==> src/rtl/serial_add_pkg.sv <==
// Shared types and helpers for the bit-serial adder sequencer.
package serial_add_pkg;

   typedef enum logic [1:0] {
      IDLE = 2'd0,
      RUN  = 2'd1,
      DONE = 2'd2
   } state_t;

   // Bit-position counter width; never narrower than one bit so WIDTH=1 still has a counter.
   function automatic int cnt_width(input int w);
      int r;
      r = $clog2(w);
      return (r < 1) ? 1 : r;
   endfunction

endpackage

==> src/rtl/fa_cell.sv <==
// Single full-adder cell, time-shared by the serial adder sequencer.
module fa_cell (
   input  logic a,
   input  logic b,
   input  logic cin,
   output logic s,
   output logic co
);

   assign s  = a ^ b ^ cin;
   assign co = (a & b) | (a & cin) | (b & cin);

endmodule

==> src/rtl/serial_add_ctrl.sv <==
// Bit-serial adder sequencer: one full-adder cell per clock, LSB first.
// Define SERIAL_ADD_SUB_EN to add the sub port (a-b in two's complement).
module serial_add_ctrl
   import serial_add_pkg::*;
#(
   parameter int WIDTH = 4
) (
   input  logic             CLK100MHZ,
   input  logic             CPU_RESETN,
   input  logic             in_valid,
   output logic             in_ready,
   input  logic [WIDTH-1:0] a,
   input  logic [WIDTH-1:0] b,
`ifdef SERIAL_ADD_SUB_EN
   input  logic             sub,
`endif
   output logic             out_valid,
   input  logic             out_ready,
   output logic [WIDTH-1:0] sum,
   output logic             cout
);

   // Handshakes: a transfer happens on a rising edge where valid and ready are both high;
   // operands are taken only in IDLE, and the result stays stable while out_valid waits on out_ready.

   localparam int CW = cnt_width(WIDTH);
   localparam logic [CW-1:0] CNT_LAST = CW'(WIDTH - 1);

   state_t           state;
   logic [WIDTH-1:0] a_sh;
   logic [WIDTH-1:0] b_sh;
   logic [WIDTH-1:0] sum_sh;
   logic [WIDTH-1:0] sum_nxt;
   logic             carry;
   logic [CW-1:0]    cnt;
   logic             s;
   logic             c;
   logic             sub_q;

`ifdef SERIAL_ADD_SUB_EN
   assign sub_q = sub;
`else
   assign sub_q = 1'b0;
`endif

   fa_cell u_fa (
      .a   (a_sh[0]),
      .b   (b_sh[0]),
      .cin (carry),
      .s   (s),
      .co  (c)
   );

   // The new sum bit enters at the MSB so the LSB-first result lands in place after WIDTH shifts.
   always_comb begin
      sum_nxt = sum_sh >> 1;
      sum_nxt[WIDTH-1] = s;
   end

   always_ff @(posedge CLK100MHZ or negedge CPU_RESETN) begin
      if (!CPU_RESETN) begin
         state     <= IDLE;
         a_sh      <= '0;
         b_sh      <= '0;
         sum_sh    <= '0;
         carry     <= 1'b0;
         cnt       <= '0;
         out_valid <= 1'b0;
         sum       <= '0;
         cout      <= 1'b0;
         in_ready  <= 1'b1;
      end else begin
         case (state)
            IDLE: begin
               if (in_valid) begin
                  a_sh     <= a;
                  b_sh     <= sub_q ? ~b : b;
                  carry    <= sub_q;
                  cnt      <= '0;
                  in_ready <= 1'b0;
                  state    <= RUN;
               end
            end
            RUN: begin
               a_sh   <= a_sh >> 1;
               b_sh   <= b_sh >> 1;
               sum_sh <= sum_nxt;
               carry  <= c;
               cnt    <= cnt + CW'(1);
               if (cnt == CNT_LAST) begin
                  out_valid <= 1'b1;
                  sum       <= sum_nxt;
                  cout      <= c;
                  state     <= DONE;
               end
            end
            DONE: begin
               if (out_ready) begin
                  out_valid <= 1'b0;
                  in_ready  <= 1'b1;
                  state     <= IDLE;
               end
            end
            default: begin
               out_valid <= 1'b0;
               in_ready  <= 1'b1;
               state     <= IDLE;
            end
         endcase
      end
   end

endmodule
==> config.mk <==
export PLATFORM = sky130hd
export DESIGN_NAME = serial_add_ctrl
export DESIGN_NICKNAME = d
export VERILOG_FILES = /design/src/rtl/serial_add_pkg.sv /design/src/rtl/fa_cell.sv /design/src/rtl/serial_add_ctrl.sv
export SDC_FILE = /design/constraint.sdc
export NUM_CORES = 1
export LEC_CHECK = 0
export ABC_AREA = 1
export BUFFER_PORTS_ARGS = -buffer_cell sky130_fd_sc_hd__clkbuf_2
export CAP_MARGIN = 20
export CORE_MARGIN = 2
export CORE_UTILIZATION = 56
export CTS_CLUSTER_SIZE = 8
export DETAILED_ROUTE_END_ITERATION = 8
export GPL_ROUTABILITY_DRIVEN = 0
export PLACE_DENSITY_LB_ADDON = 0.15
export SYNTH_ARGS = -nofsm -noshare
export SYNTH_HDL_FRONTEND = slang
export SYNTH_SLANG_ARGS = --single-unit
==> constraint.sdc <==
create_clock -name CLK100MHZ -period 3.4 [get_ports CLK100MHZ]
set_clock_uncertainty 0.05 [all_clocks]
set_input_delay 0.51 -clock CLK100MHZ [delete_from_list [all_inputs] [get_ports CLK100MHZ]]
set_output_delay 0.51 -clock CLK100MHZ [all_outputs]
set_load 0.03 [all_outputs]
==> flow_metrics.env, run 1 <==
export IMPL_outcome="completed"
export IMPL_crit_arrival_ns=1.05
export IMPL_final_hold_viol_count=0
export IMPL_syn_cell_area_um2=1000
export IMPL_synth_fa_ha_area_share_pct=3.25
export IMPL_swShare_pct=43.6
export IMPL_drt_initial_drc_count=16
export IMPL_synth_simple_gate_area_share_pct=29.3
export IMPL_setup_viol=0
export IMPL_ant_nets=0
export IMPL_ir_worst_vdd_uv=530
export IMPL_min_period_ns=1.61
export IMPL_fin_nets=140
export IMPL_p_total_mw=1.00
export IMPL_rows=15
export IMPL_rsz0062_at_grt="false"
export IMPL_register_area_um2=577
export IMPL_powerDensity_nw_per_um2=896
export IMPL_crit_path_top_delay_cell="dfstp_2"
export IMPL_port_buffer_count=18
export IMPL_tns_ns=0
export IMPL_vias=756
export IMPL_yosysSeqAreaShare_pct=57.6
export IMPL_slowest_delay_ns=0.55
export IMPL_slew_viol_final=0
export IMPL_p_sw_mw=0.436
export IMPL_clkSinkCount=23
export IMPL_antenna_found_initial=0
export IMPL_cts_root_buffer_cell="clkbuf_4"
export IMPL_die_area_um2=2140
export IMPL_grt_max_degree=24
export IMPL_cts_tree="done"
export IMPL_clk_pin_slew_ns=0.12
export IMPL_die_w_um=46.3
export IMPL_diodes=0
export IMPL_path_buf_inv=1
export IMPL_die_y_um=46.3
export IMPL_finalCritPeriodShare_pct=47.3
export IMPL_max_cap_viol_count=0
export IMPL_core_um2=1710
export IMPL_p_leak_nw=0.596
export IMPL_wire_per_inst_um=11.1
export IMPL_cts_hold_buf=0
export IMPL_timing_hold_ws_ns=0.116
export IMPL_first_pass_iters=6
export IMPL_n_fill_cell=152
export IMPL_final_cell_mix="nand2_1, nand3_1, dfrtp_1, clkbuf_2, inv_1"
export IMPL_synthToLayoutAreaGrowth_pct=11.5
export IMPL_ys_ff_latch=23
export IMPL_worst_r2r_endpoint="sum[2]$_DFFE_PN0P_"
export IMPL_hold_class="input port to async pin"
export IMPL_muxShareOfSynthArea_pct=0
export IMPL_seqPwrFrac_pct=46.8
export IMPL_fmax_ghz=0.622
export IMPL_htree_levels=1
export IMPL_synthCells=107
export IMPL_drive_gt1_share_pct=23.2
export IMPL_totalWireLength_um=1670
export IMPL_yosysWarnings=0
export IMPL_synthXorXnorAreaFrac_pct=0
export IMPL_worstMarginPinSlew_ns=0.566
export IMPL_clk_latency_ns=0.31
export IMPL_worst_r2r_setup_slack_ns=2.13
export IMPL_cp_cell_sequence="clkbuf_2"
export IMPL_synth_fp_nets=121
export IMPL_cts_max_path_buffers=2
export IMPL_clock_power_share_pct=12.4
export IMPL_criticalPathCategory="flip-flop to output port"
export IMPL_reg2reg_from="state[0]$_DFFE_PN0P_"
export IMPL_avgSynthCellArea_um2=9.35
export IMPL_start_util_pct=58.6
export IMPL_relSlewSlack_pct=62.2
export IMPL_post_cts_buffers=0
export IMPL_p_comb_share_pct=40.7
export IMPL_utilization_pct=65.3
export IMPL_synth_compound_area_share_pct=4.25
export IMPL_path_max_fanout=2
export IMPL_cp_top_family="flip-flops"
export IMPL_synth_top_family_by_area="simple AND/OR/NAND/NOR gates"
export IMPL_grt_use_total_pct=19.6
export IMPL_grt_remaining_overflow=0
export IMPL_final_common_cell="nand2_1"
export IMPL_cts_resized=0
export IMPL_io_pins=19
export IMPL_ys_types=20
export IMPL_cts_made_buffers=3
export IMPL_cp_required_ns=2.84
export IMPL_cp_start_kind="flip-flop"
export IMPL_power_internal_mw=0.565
export IMPL_route_detailed_drc=0
export IMPL_vias_per_cell=5.04
export IMPL_grt_pass1_vias=670
export IMPL_multi_input_area_um2=368
export IMPL_cp_end_kind="output port"
export IMPL_grt_pass1_wl_um=2940
export IMPL_dpl_hpwl_um=1220
export IMPL_reg2reg_depth=5
power by group through the flow:
stage	clock, mW	sequential [mW]	combinational [mW]
final	0.124	0.469	0.407
after detailed placement	0	0.475	0.411
after global routing	0.138	0.485	0.468
after global placement	0	0.470	0.400
after floorplan	0	0.513	0.297
after CTS	0.129	0.469	0.412
layout make-up:
cell class | count | area share (%)
timing repair buffer | 18 | 8.07
multi-input combinational | 74 | 33.0
clock buffer | 3 | 2.02
clock inverter | 1 | 0.448
inverter | 6 | 2.02
tap | 25 | 2.80
sequential | 23 | 51.7
flip-flops by register name, indices dropped and copies added (netlist names):
name / count
carry: 1
b_sh: 4
state: 2
cnt: 2
a_sh: 4
out_valid: 1
sum_sh: 3
cout: 1
in_ready: 1
sum: 4
metal layers:
metal | GRT usage (%) | vias to the layer above | part of all wire (%)
met5 | 0 | - | 0
met4 | 10.3 | 0 | 2.4
met3 | 3.53 | 5 | 4.9
met2 | 28.6 | 26 | 42
met1 | 27.5 | 340 | 50
li1 | - | 385 | -
logic make-up (layout without fill, tap and decap cells):
| logic type | Yosys count | count (layout) |
|---|---|---|
| flops | 23 | 23 |
| compound gates | 7 | 7 |
| simple gates | 65 | 65 |
| fa+ha+maj | 2 | 2 |
| buf+inv | 10 | 28 |
cell usage after synthesis, drive strengths merged:
library cell / count / area [um^2]
o21ai: 4 / 23.8
nor2: 3 / 18.8
o31ai: 1 / 7.51
nand4: 1 / 6.26
dfstp: 1 / 26.3
dfrtp: 22 / 551
a21oi: 1 / 5.00
ha: 1 / 12.5
o22ai: 1 / 6.26
nand2: 38 / 153
inv: 6 / 22.5
nand3: 23 / 115
buf: 4 / 33.8
fa: 1 / 20.0
through the flow:
step                      instance area, um^2  std cells  setup slack [ns]
after floorplan                          1000        107              2.24
after global placement                   1090        146              2.14
after detailed placement                 1090        146              2.10
after CTS                                1120        150              1.78
after global routing                     1120        150              1.76
final                                    1120        150              1.79
worst max path at each step:
stage / startpoint / cells past startpoint / end / slack [ns]
finish: in_ready$_DFFE_PN1P_ / 1 / in_ready / 1.79
global route: in_ready$_DFFE_PN1P_ / 1 / in_ready / 1.76
CTS: in_ready$_DFFE_PN1P_ / 1 / in_ready / 1.78
detailed placement: in_valid / 5 / b_sh[3]$_DFFE_PN0P_ / 2.10
global placement: in_ready$_DFFE_PN1P_ / 1 / in_ready / 2.14
floorplan: carry$_DFFE_PN0P_ / 3 / sum_sh[3]$_DFFE_PN0N_ / 2.24
Note: power is estimated with default switching activity, not from simulation.
==> run 2: changes to the inputs <==
- CORE_UTILIZATION: 56 -> 47
- clock period: 3.4 -> 1.3 ns (I/O delays scaled with it)
==> run 2 against run 1 <==
Effect of this change:
- clock power grew to 2.7 times the previous value
- non-clock buffer count up 3
- via count increased by 2.8%
- utilization shrank 7.2 points
- worst setup slack got worse by 1.7 ns
- critical endpoint unchanged
- highest routed layer unchanged
==> flow_metrics.env, run 2 (synthesis gave the netlist of run 1 again) <==
export IMPL_outcome="completed"
export IMPL_ir_worst_vdd_uv=1420
export IMPL_synthToLayoutAreaGrowth_pct=15.1
export IMPL_clk_pin_slew_ns=0.13
export IMPL_fin_nets=143
export IMPL_drt_initial_drc_count=22
export IMPL_worst_r2r_endpoint="sum_sh[3]$_DFFE_PN0N_"
export IMPL_slew_viol_final=0
export IMPL_final_hold_viol_count=0
export IMPL_antenna_found_initial=0
export IMPL_grt_remaining_overflow=0
export IMPL_fmax_ghz=0.803
export IMPL_start_util_pct=50.5
export IMPL_port_buffer_count=18
export IMPL_relSlewSlack_pct=63.5
export IMPL_path_buf_inv=1
export IMPL_cp_top_family="flip-flops"
export IMPL_rows=16
export IMPL_ant_nets=0
export IMPL_reg2reg_depth=3
export IMPL_max_cap_viol_count=0
export IMPL_cp_required_ns=1.05
export IMPL_totalWireLength_um=1820
export IMPL_core_um2=1980
export IMPL_die_y_um=50.2
export IMPL_finalCritPeriodShare_pct=95.8
export IMPL_grt_pass1_wl_um=3270
export IMPL_worstMarginPinSlew_ns=0.548
export IMPL_dpl_hpwl_um=1290
export IMPL_cp_end_kind="output port"
export IMPL_reg2reg_from="carry$_DFFE_PN0P_"
export IMPL_grt_pass1_vias=718
export IMPL_min_to="b_sh[3]$_DFFE_PN0P_"
export IMPL_swShare_pct=43.2
export IMPL_min_period_ns=1.25
export IMPL_first_pass_iters=4
export IMPL_seqPwrFrac_pct=45.2
export IMPL_criticalPathCategory="flip-flop to output port"
export IMPL_multi_input_area_um2=370
export IMPL_clock_power_share_pct=12.3
export IMPL_cts_made_buffers=3
export IMPL_final_common_cell="nand2_1"
export IMPL_cp_start_kind="flip-flop"
export IMPL_p_leak_nw=0.609
export IMPL_die_area_um2=2520
export IMPL_vias=777
export IMPL_cts_root_buffer_cell="clkbuf_4"
export IMPL_hold_class="input port to flip-flop"
export IMPL_clkSinkCount=23
export IMPL_hold_depth=3
export IMPL_rsz0062_at_grt="false"
export IMPL_hold_start="b[3]"
export IMPL_cts_max_path_buffers=2
export IMPL_io_pins=19
export IMPL_htree_levels=1
export IMPL_route_detailed_drc=0
export IMPL_cp_depth=1
export IMPL_timing_hold_ws_ns=0.0159
export IMPL_worst_r2r_setup_slack_ns=0.07
export IMPL_setup_viol=0
export IMPL_cts_tree="done"
export IMPL_n_fill_cell=186
export IMPL_crit_arrival_ns=1.00
export IMPL_grt_max_degree=24
export IMPL_vias_per_cell=5.01
export IMPL_reg_top3="a_sh (4), b_sh (4), sum (4)"
export IMPL_path_max_fanout=2
export IMPL_drive_gt1_share_pct=25.8
export IMPL_wire_per_inst_um=11.8
export IMPL_p_sw_mw=1.17
export IMPL_register_area_um2=578
export IMPL_die_w_um=50.2
export IMPL_diodes=0
export IMPL_cp_cell_sequence="buf_6"
export IMPL_p_comb_share_pct=42.5
export IMPL_crit_path_top_delay_cell="dfstp_2"
export IMPL_clk_latency_ns=0.31
export IMPL_tns_ns=0
export IMPL_power_internal_mw=1.54
export IMPL_slowest_delay_ns=0.56
export IMPL_grt_use_total_pct=17.6
export IMPL_powerDensity_nw_per_um2=2350
export IMPL_final_cell_mix="nand2_1, nand3_1, dfrtp_1, clkbuf_2"
-- run 2: worst max-delay path by stage --
stage / startpoint / end / slack (ns)
final: in_ready$_DFFE_PN1P_ / in_ready / 0.05
after global routing: state[1]$_DFFE_PN0P_ / b_sh[0]$_DFFE_PN0P_ / 0.004
after CTS: in_ready$_DFFE_PN1P_ / in_ready / 0.0006
after detailed placement: cnt[0]$_DFFE_PN0P_ / state[1]$_DFFE_PN0P_ / 0.04
after global placement: cnt[0]$_DFFE_PN0P_ / state[1]$_DFFE_PN0P_ / 0.08
after floorplan: carry$_DFFE_PN0P_ / sum_sh[3]$_DFFE_PN0N_ / 0.14
-- run 2: metrics by stage --
stage                     utilization, %  cell area, um^2  power [mW]  instances  setup slack [ns]
after floorplan                        -             1000        2.12        107             0.141
final                               58.1             1150        2.70        155            0.0540
after detailed placement            55.4             1100        2.34        149            0.0441
after global routing                58.1             1150        2.95        155           0.00366
after CTS                           57.4             1140        2.68        154          0.000571
after global placement              55.4             1100        2.32        149            0.0827
-- run 2: tightest hold or removal path: cells and delay by family --
kind                   cells  cell delay, ns
buffers and inverters      1            0.07
and+or+nand+nor            2            0.08
-- run 2: repair_timing --
| action | 4_1_cts | 5_1_grt |
|---|---|---|
| resized for setup | 1 | 5 |
| buffers inserted | 0 | 1 |
| hold buffers | 1 | 0 |
| endpoints found under the setup margin | 1 | 11 |
| hold endpoints to repair | 22 | 0 |
-- run 2: power by group through the flow --
| stage | clock, mW | sequential, mW | combinational, mW |
|---|---|---|---|
| after floorplan | 0 | 1.34 | 0.776 |
| after global placement | 0 | 1.22 | 1.10 |
| after detailed placement | 0 | 1.23 | 1.11 |
| after CTS | 0.344 | 1.21 | 1.12 |
| after global routing | 0.373 | 1.26 | 1.32 |
| final | 0.333 | 1.22 | 1.15 |
-- run 2: final cells by class --
type,count,share of cell area (%)
inverters,6,1.95
repair buffers,21,10.5
flip-flops and latches,23,50.2
clock buffers,4,2.28
well taps,27,2.93
multi-input cells,74,32.1
-- run 2: routing by layer --
| layer | up-vias | share of wire [%] | global-route usage (%) |
|---|---|---|---|
| li1 | 392 | - | - |
| met1 | 362 | 50 | 24.4 |
| met4 | 0 | 0.82 | 9.72 |
| met3 | 2 | 3.9 | 2.68 |
| met2 | 21 | 45 | 26.3 |
| met5 | - | 0 | 0 |
==> run 3: changes to the inputs <==
- CORE_ASPECT_RATIO: not set -> 0.75
- CORE_UTILIZATION: 47 -> 56
- clock period: 1.3 -> 1.53 ns (I/O delays scaled with it)
==> run 3 against run 2 <==
Effect of this change:
- via count is 1.8% higher
- critical path type is now flip-flop to flip-flop
- highest routed layer unchanged
- power is 16% lower
- sequential power decreased by 14%
- register-to-register slack improved by 0.12 ns
- wire length grew 5.5%
==> flow_metrics.env, run 3 (synthesis gave the netlist of run 1 again) <==
export IMPL_cts_made_buffers=3
export IMPL_path_max_fanout=7
export IMPL_seqPwrFrac_pct=46.2
export IMPL_slowest_delay_ns=0.42
export IMPL_relSlewSlack_pct=62.8
export IMPL_first_pass_iters=4
export IMPL_start_util_pct=58.6
export IMPL_final_area_um2=1120
export IMPL_vias=791
export IMPL_final_cell_mix="nand2_1, nand3_1, dfrtp_1, clkbuf_2, inv_1"
export IMPL_finalCritPeriodShare_pct=87.3
export IMPL_min_period_ns=1.34
export IMPL_cts_max_path_buffers=2
export IMPL_reg2reg_depth=5
export IMPL_clkSinkCount=23
export IMPL_htree_levels=1
export IMPL_swShare_pct=44.3
export IMPL_dpl_hpwl_um=1370
export IMPL_p_leak_nw=0.598
export IMPL_drt_initial_drc_count=26
export IMPL_cp_top_family="flip-flops"
export IMPL_die_w_um=52.8
export IMPL_powerDensity_nw_per_um2=2020
export IMPL_worstMarginPinSlew_ns=0.558
export IMPL_antenna_found_initial=0
export IMPL_timing_hold_ws_ns=0.0477
export IMPL_vias_per_cell=5.34
export IMPL_clk_latency_ns=0.32
export IMPL_cts_resized=0
export IMPL_cp_start_kind="flip-flop"
export IMPL_cp_required_ns=1.67
export IMPL_cp_end_kind="flip-flop"
export IMPL_fmax_ghz=0.749
export IMPL_cts_root_buffer_cell="clkbuf_4"
export IMPL_p_comb_share_pct=41.2
export IMPL_final_hold_viol_count=0
export IMPL_grt_use_total_pct=22.8
export IMPL_die_y_um=40.6
export IMPL_die_area_um2=2150
export IMPL_grt_remaining_overflow=0
export IMPL_rows=13
export IMPL_diodes=0
export IMPL_power_internal_mw=1.26
export IMPL_hold_class="input port to flip-flop"
export IMPL_worst_r2r_setup_slack_ns=0.19
export IMPL_totalWireLength_um=1920
export IMPL_hold_depth=3
export IMPL_post_cts_buffers=0
export IMPL_utilization_pct=65.6
export IMPL_setup_viol=0
export IMPL_crit_path_top_delay_cell="dfrtp_1"
export IMPL_fin_nets=141
export IMPL_drive_gt1_share_pct=22.2
export IMPL_worst_r2r_endpoint="state[1]$_DFFE_PN0P_"
export IMPL_pre_cts_ws_ns=0.236
export IMPL_wire_per_inst_um=13.0
export IMPL_cp_cell_sequence="ha_1 -> nand2_1 -> nor2_4 -> inv_1 -> o31ai_1"
export IMPL_grt_max_degree=24
export IMPL_path_buf_inv=1
export IMPL_crit_arrival_ns=1.48
export IMPL_slew_viol_final=0
export IMPL_max_cap_viol_count=0
export IMPL_port_buffer_count=18
export IMPL_io_pins=19
export IMPL_reg_top3="a_sh (4), b_sh (4), sum (4)"
export IMPL_outcome="completed"
export IMPL_tns_ns=0
export IMPL_fin_ws_ns=0.195
export IMPL_grt_pass1_vias=723
export IMPL_hold_start="b[3]"
export IMPL_cp_startpoint="cnt[0]$_DFFE_PN0P_"
export IMPL_ir_worst_vdd_uv=1130
export IMPL_cts_hold_buf=1
export IMPL_core_um2=1710
export IMPL_placed_area_um2=1080
export IMPL_clock_power_share_pct=12.5
export IMPL_synthToLayoutAreaGrowth_pct=12.0
export IMPL_ant_nets=0
export IMPL_rsz0062_at_grt="false"
export IMPL_final_common_cell="nand2_1"
export IMPL_cts_tree="done"
export IMPL_criticalPathCategory="flip-flop to flip-flop"
export IMPL_reg2reg_from="cnt[0]$_DFFE_PN0P_"
export IMPL_clk_pin_slew_ns=0.13
export IMPL_min_to="b_sh[3]$_DFFE_PN0P_"
export IMPL_p_sw_mw=1.00
export IMPL_route_detailed_drc=0
export IMPL_grt_pass1_wl_um=3300
run 3: power groups by stage:
stage	registers [mW]	logic (mW)	clock network, mW
2_1_floorplan	1.14	0.659	0
3_3_place_gp	1.05	0.916	0
3_5_place_dp	1.05	0.944	0
4_1_cts	1.04	0.943	0.290
5_1_grt	1.08	1.06	0.325
6_report	1.05	0.933	0.284
run 3: stage by stage:
| step | power, mW | std cells |
|---|---|---|
| after floorplan | 1.80 | 107 |
| after global placement | 1.96 | 143 |
| after detailed placement | 1.99 | 143 |
| after CTS | 2.28 | 148 |
| after global routing | 2.46 | 148 |
| final | 2.26 | 148 |
run 3: worst max-delay path by stage:
stage / endpoint / slack [ns] / cells after the start
floorplan: sum_sh[3]$_DFFE_PN0N_ / 0.37 / 3
global placement: state[1]$_DFFE_PN0P_ / 0.25 / 5
detailed placement: state[1]$_DFFE_PN0P_ / 0.24 / 5
CTS: in_ready / 0.19 / 1
global route: cout$_DFFE_PN0P_ / 0.09 / 6
finish: state[1]$_DFFE_PN0P_ / 0.19 / 5
run 3: final cells by class:
type / instances / area (um^2)
Fill cell: 153 / 587
Sequential cell: 23 / 577
Inverter: 6 / 22.5
Timing Repair Buffer: 19 / 100
Multi-Input combinational cell: 74 / 368
Clock buffer: 4 / 26.3
Tap cell: 22 / 27.5
run 3: metal layers:
| layer | global-route usage, % | wire length [um] | up-vias |
|---|---|---|---|
| met2 | 33.4 | 795 | 24 |
| li1 | - | - | 389 |
| met4 | 7.69 | 21 | 0 |
| met1 | 32.0 | 988 | 373 |
| met3 | 7.66 | 117 | 5 |
| met5 | 0 | 0 | - |
run 3: worst register-to-register path: stages (launching register included):
cell and delay [ns]:
dfrtp_1 0.42, ha_1 0.23, nand2_1 0.13, nor2_4 0.06, inv_1 0.20, o31ai_1 0.12
